[config.mk]
export PLATFORM = sky130hd
export DESIGN_NAME = time_unit_counter
export DESIGN_NICKNAME = d
export VERILOG_FILES = /design/src/rtl/time_unit_counter_pkg.sv /design/src/rtl/time_unit_counter_key_edge.sv /design/src/rtl/time_unit_counter.sv
export SDC_FILE = /design/constraint.sdc
export NUM_CORES = 1
export LEC_CHECK = 0
export BUFFER_PORTS_ARGS = -buffer_cell sky130_fd_sc_hd__buf_2
export CAP_MARGIN = 10
export CORE_UTILIZATION = 30
export CTS_BUF_LIST = sky130_fd_sc_hd__clkbuf_8 sky130_fd_sc_hd__clkbuf_16
export CTS_CLUSTER_SIZE = 25
export DETAILED_ROUTE_END_ITERATION = 8
export PLACE_DENSITY = 0.45
export SLEW_MARGIN = 20
export SYNTH_ARGS = -nofsm -noshare
export SYNTH_HDL_FRONTEND = slang
export SYNTH_SLANG_ARGS = --single-unit
[constraint.sdc]
create_clock -name clk -period 3.94 [get_ports clk]
set_input_delay 0.394 -clock clk [delete_from_list [all_inputs] [get_ports clk]]
set_output_delay 0.394 -clock clk [all_outputs]
set_load 0.005 [all_outputs]
[src/rtl/time_unit_counter_pkg.sv]
// ---------------------------------------------------------------------------
// time_unit_counter_pkg
// Shared clock package: operating-mode encodings, the standard moduli of
// the clock digits, and a helper that splits a small binary value into
// two BCD digits for the 7-segment driver.
// ---------------------------------------------------------------------------
package time_unit_counter_pkg;

  // Operating modes as driven on the 2-bit mode input.
  typedef enum logic [1:0] {
    MODE_RUN       = 2'd0,
    MODE_SET_TIME  = 2'd1,
    MODE_SET_ALARM = 2'd2,
    MODE_RESERVED  = 2'd3
  } mode_e;

  // Moduli of the hour and minute/second digits.
  localparam int MOD_HOURS   = 24;
  localparam int MOD_MINUTES = 60;

  // Splits a value in 0..99 into {tens, ones}, four bits each.
  function automatic logic [7:0] to_bcd(input int unsigned value);
    logic [3:0] tens;
    logic [3:0] ones;
    tens = 4'(value / 10);
    ones = 4'(value % 10);
    return {tens, ones};
  endfunction

endpackage

[src/rtl/time_unit_counter_key_edge.sv]
// ---------------------------------------------------------------------------
// key_edge
// Brings a raw active-low push-button into the clk domain and turns each
// press into a single-cycle pulse.
//   clk    : system clock
//   reset  : synchronous, active-high
//   key_n  : raw active-low button, asynchronous to clk
//   press  : one-cycle pulse on the 1->0 transition of the synchronised level
// ---------------------------------------------------------------------------
module key_edge (
  input  logic clk,
  input  logic reset,
  input  logic key_n,
  output logic press
);

  logic sync1;
  logic sync2;
  logic hist;
  logic valid1;
  logic valid2;
  logic armed;

  // Two-flop synchroniser followed by a history flop for edge detection.
  // The synchroniser flops come out of reset in the released state, so a
  // key already held low at reset release would look like a fresh falling
  // edge. The valid pipeline marks when sync2 carries a real post-reset
  // sample, and detection stays disarmed until such a sample shows the key
  // released; a button held through reset therefore has to be let go and
  // pressed again before it counts.
  always_ff @(posedge clk) begin
    if (reset) begin
      sync1  <= 1'b1;
      sync2  <= 1'b1;
      hist   <= 1'b1;
      valid1 <= 1'b0;
      valid2 <= 1'b0;
      armed  <= 1'b0;
    end else begin
      sync1  <= key_n;
      sync2  <= sync1;
      hist   <= sync2;
      valid1 <= 1'b1;
      valid2 <= valid1;
      if (valid2 && sync2) begin
        armed <= 1'b1;
      end
    end
  end

  assign press = armed & hist & ~sync2;

endmodule

[src/rtl/time_unit_counter.sv]
// ---------------------------------------------------------------------------
// time_unit_counter
// One digit pair of a digital clock (hours, minutes or seconds) with an
// alarm setpoint, adjusted from two push-buttons.
//   clk, reset          : clock and synchronous active-high reset
//   cin                 : count tick from the next lower time unit
//   mode                : RUN / SET_TIME / SET_ALARM / reserved (acts as RUN)
//   key_up, key_dn      : raw active-low buttons, asynchronous to clk
//   qout                : current time value, 0..MODULUS-1
//   nout                : alarm setpoint, 0..MODULUS-1
//   cout                : carry tick to the next higher unit
//   match               : qout == nout
//   bcd_tens, bcd_ones  : decimal digits of qout
// ---------------------------------------------------------------------------
module time_unit_counter
  import time_unit_counter_pkg::*;
#(
  parameter int MODULUS    = MOD_HOURS,
  parameter int WIDTH      = 8,
  parameter int ALARM_INIT = 0
) (
  input  logic             clk,
  input  logic             reset,
  input  logic             cin,
  input  logic [1:0]       mode,
  input  logic             key_up,
  input  logic             key_dn,
  output logic [WIDTH-1:0] qout,
  output logic [WIDTH-1:0] nout,
  output logic             cout,
  output logic             match,
  output logic [3:0]       bcd_tens,
  output logic [3:0]       bcd_ones
);

  // Reject illegal parameter sets when the design is elaborated.
  if (MODULUS < 2 || MODULUS > 100) begin : g_bad_modulus
    $error("time_unit_counter: MODULUS must lie in 2..100");
  end
  if (WIDTH < $clog2(MODULUS)) begin : g_bad_width
    $error("time_unit_counter: WIDTH too narrow for MODULUS");
  end
  if (ALARM_INIT < 0 || ALARM_INIT >= MODULUS) begin : g_bad_alarm_init
    $error("time_unit_counter: ALARM_INIT must be below MODULUS");
  end

  localparam logic [WIDTH-1:0] MAX_VAL   = WIDTH'(MODULUS - 1);
  localparam logic [WIDTH-1:0] ALARM_RST = WIDTH'(ALARM_INIT);

  mode_e            mode_s;
  logic             up_press;
  logic             dn_press;
  logic             step_up;
  logic             step_dn;
  logic [WIDTH-1:0] q_next;
  logic [WIDTH-1:0] n_next;
  logic [7:0]       bcd;

  // Wrap at MODULUS rather than at 2^WIDTH.
  function automatic logic [WIDTH-1:0] wrap_inc(input logic [WIDTH-1:0] v);
    return (v == MAX_VAL) ? '0 : v + WIDTH'(1);
  endfunction

  function automatic logic [WIDTH-1:0] wrap_dec(input logic [WIDTH-1:0] v);
    return (v == '0) ? MAX_VAL : v - WIDTH'(1);
  endfunction

  assign mode_s = mode_e'(mode);

  key_edge u_key_up (
    .clk   (clk),
    .reset (reset),
    .key_n (key_up),
    .press (up_press)
  );

  key_edge u_key_dn (
    .clk   (clk),
    .reset (reset),
    .key_n (key_dn),
    .press (dn_press)
  );

  // Simultaneous up and down presses cancel each other.
  assign step_up = up_press & ~dn_press;
  assign step_dn = dn_press & ~up_press;

  // Next-state selection: keys steer qout in SET_TIME and nout in
  // SET_ALARM; everywhere except SET_TIME the time keeps counting on cin.
  always_comb begin
    q_next = qout;
    n_next = nout;
    case (mode_s)
      MODE_SET_TIME: begin
        if (step_up) begin
          q_next = wrap_inc(qout);
        end else if (step_dn) begin
          q_next = wrap_dec(qout);
        end
      end
      MODE_SET_ALARM: begin
        if (cin) begin
          q_next = wrap_inc(qout);
        end
        if (step_up) begin
          n_next = wrap_inc(nout);
        end else if (step_dn) begin
          n_next = wrap_dec(nout);
        end
      end
      default: begin
        if (cin) begin
          q_next = wrap_inc(qout);
        end
      end
    endcase
  end

  always_ff @(posedge clk) begin
    if (reset) begin
      qout <= '0;
      nout <= ALARM_RST;
    end else begin
      qout <= q_next;
      nout <= n_next;
    end
  end

  // The carry is suppressed while the time is being set by hand, so
  // adjusting this unit never disturbs the next higher one.
  assign cout = ~reset & cin & (qout == MAX_VAL) & (mode_s != MODE_SET_TIME);

  assign match = (qout == nout);

  assign bcd      = to_bcd(32'(qout));
  assign bcd_tens = bcd[7:4];
  assign bcd_ones = bcd[3:0];

endmodule

==> run metrics <==
drc violations 0; Initial Utilization 30.89%; commonest non-fill, non-tap cell in the layout nor2_1; Worst Path Arrival 3.28 ns; Final TNS setup 0 ns; R2R Path Start qout[4]$_SDFFE_PP0P_; die area 0.008276 mm2; final WL 6612 um; Worst Setup SP qout[5]$_SDFFE_PP0P_; Post-Synth Simple-Gate Area 27.77%; core outline area 0.007687 mm2; mux cell area share after synthesis 1.264%; VDD IR max 0.0001588 V; MaxCap Viol Count 0; CTS tree done; fin crit share 93.13%; fill cell count 849; clock root buffer clkbuf_8; Synth Area in XOR/XNOR 6.270%; dominant cell type by area after synthesis dfxtp_1; most frequent cells in the layout nor2_1 (35), buf_2 (32), nand2_1 (29); clk_lat worst skew 0.28 ns; dpl hpwl 4844 um; CTS max path bufs 2; CTS sink count 26; post-synthesis compound-gate area fraction 30.30%; DIE WIDTH 90.97 um; FP Rows 32; total leakage power 1.011 nW; area grow syn2layout 12.33%; Tightest Pin Transition 0.8713 ns; # port buffers 32; Final #Nets 368; Synth area leaders dfxtp_1 (22%), nor2_1 (5.5%), xnor2_1 (5.2%); detailed-route via count 2502; vias in the first global route 2230; layout cell share with drive strength beyond 1 17.38%; hold_buf cts 0; syn avg cell area 7.110 um2; CP Capture Type output pin; Max Slew Vio Count 0; R2R setup slack 1.43 ns; Max H-tree Level 1; Clock Skews 0.007082 ns; first-pass GRT wire length 10990 um; post-layout util 34.70%; initial antenna violation count 0; largest family of logic cells by synthesized area compound AO/OA/AOI/OAI gates; setup bufs post-CTS 0; vias per cell 5.523; Worst Hold End u_key_dn.sync1$_SDFF_PP1_; Post-synth EDFFs 0; Final ANT Viol Nets 0; setup violators final 0; DR pass1 iterations 4; Tmin final 3.669 ns; total congestion overflow 0; Setup Crit Path Kind reg2out; Clock Pin Slew Worst Setup and Hold Paths 0.09 ns; R2R Path End qout[6]$_SDFFE_PP0P_; Seq/Total Area, Yosys 21.92%; Yosys Warn Count 0; Die Y-Extent 90.97 um; hold_sp key_dn; Yosys cell types 61; run status finished clean; io pins 33; largest net degree at the start of global routing 26; Post-Synthesis Cells 334; P per Cell Area 286.8 mW/mm2; Hold WS 0.2967 ns; top cell type's share of synthesized area 21.92%; prevailing post-synth register cell dfxtp_1; initial drt markers 144; global router's overall resource usage 16.04%; RSZ-0062 raised after global routing false; Fmax achieved 272.5 MHz; relative slew slack 41.84%; post-synthesis cell area 0.002375 mm2; GP Congestion 0.8299; asr flop ratio synth 0%; CP startpoint kind flip-flop; WHS Path Cells 2; Yosys reg bits 26; data required time of the worst path 3.55 ns; syn_nets 350; Fin. Hold Viols 0; post-synthesis adder-cell area fraction 5.216%; routed len/inst 14.60 um; antenna diode count 0; worst hold-check path type in2reg; worst reg-to-reg path cell count 8; total power draw 0.0007651 W; largest fanout on the critical path 7; CTS Buf Count 3
[final cells by class]
cell class	count	area [um2]	share of cell area [%]
Multi-Input combinational cell	267	1683	63.09
Timing Repair Buffer	38	205.2	7.692
Tap cell	102	127.6	4.784
Clock inverter	1	30.03	1.126
Inverter	16	60.06	2.251
Sequential cell	26	520.5	19.51
Clock buffer	3	41.29	1.548
[state kept, by name, indices dropped and copies added (netlist names)]
signal,count
u_key_dn.hist,1
u_key_up.sync2,1
qout,8
u_key_dn.armed,1
u_key_dn.sync1,1
u_key_up.hist,1
u_key_dn.valid1,1
u_key_up.armed,1
u_key_dn.sync2,1
u_key_up.sync1,1
u_key_up.valid2,1
nout,8
[synthesized netlist by cell type, types with 2 or more instances]
master,n
nand3b_1,2
and4_1,2
o22ai_1,8
nor2b_1,3
dfxtp_1,26
buf_4,2
o311a_1,2
a211oi_1,3
nand2_1,29
buf_2,3
xor2_1,3
nand4_1,3
clkbuf_1,19
a311o_1,2
a21o_1,3
a22oi_1,9
inv_1,13
nor4_1,3
or2_2,7
o221ai_1,2
o211ai_1,2
o31ai_1,2
ha_1,9
o32ai_1,2
nand2b_1,10
o21ai_0,21
inv_2,3
xnor2_1,14
a31oi_1,5
a211o_1,2
and3_1,2
a32oi_1,3
and2_1,3
a21oi_1,23
nand3_1,17
nor2_1,35
nor3_1,11
mux2i_1,3
[through the flow]
stage               setup WS [ns]  std cells  cell area (um2)
finish                     0.2706        453             2668
global placement           0.5748        449             2595
floorplan                  0.8090        334             2375
detailed placement         0.5168        449             2595
CTS                        0.1887        453             2666
global route             0.001847        453             2668
[worst max-delay path, cell delays in order (launching register included)]
cell and delay, ns:
dfxtp_1 0.34, nor2_4 0.15, inv_2 0.07, ha_1 0.35
nand2b_1 0.19, o21ai_0 0.32, and2_2 0.32, inv_2 0.08
o211ai_1 0.26, a211oi_2 0.12, o31ai_1 0.19, o21ai_0 0.14
a21o_1 0.22, xnor2_1 0.12, buf_2 0.13
[repair_timing]
item | 4_1_cts | 5_1_grt
endpoints found under the setup margin | 0 | 2
hold endpoints to repair | 0 | 0
resized for setup | 0 | 1
[cells by family (layout without fill, tap and decap cells)]
logic type | Yosys count | in the layout
xor gates and xnor gates | 17 | 17
DFF | 26 | 26
and+or+nand+nor | 133 | 133
buffers and inverters | 41 | 58
AOI/OAI and AO/OA | 104 | 104
adders and majority gates | 10 | 10
muxes | 3 | 3
[worst max path at each step]
stage                   to  slack [ns]  cells past startpoint
2_1_floorplan  bcd_ones[1]        0.81                     15
5_1_grt        bcd_ones[1]       0.002                     14
6_report       bcd_ones[1]        0.27                     14
3_3_place_gp   bcd_ones[1]        0.57                     14
4_1_cts        bcd_ones[1]        0.19                     14
3_5_place_dp   bcd_ones[2]        0.52                     14
[where the power goes]
| part | leakage (nW) | switching (W) | internal (W) | total (W) |
|---|---|---|---|---|
| clock network | 0.0357 | 0.0000910 | 0.000136 | 0.000227 |
| logic | 0.763 | 0.000137 | 0.000106 | 0.000243 |
| registers | 0.213 | 0.0000216 | 0.000273 | 0.000295 |
[routing by layer]
metal	GRT usage, %	vias to the layer above	routed length, um
li1	-	1250	-
met1	21.41	1192	3213
met2	27.65	56	3149
met3	1.591	4	198
met4	3.836	0	51
met5	0	-	0
Power figures use the tool's default switching activity.
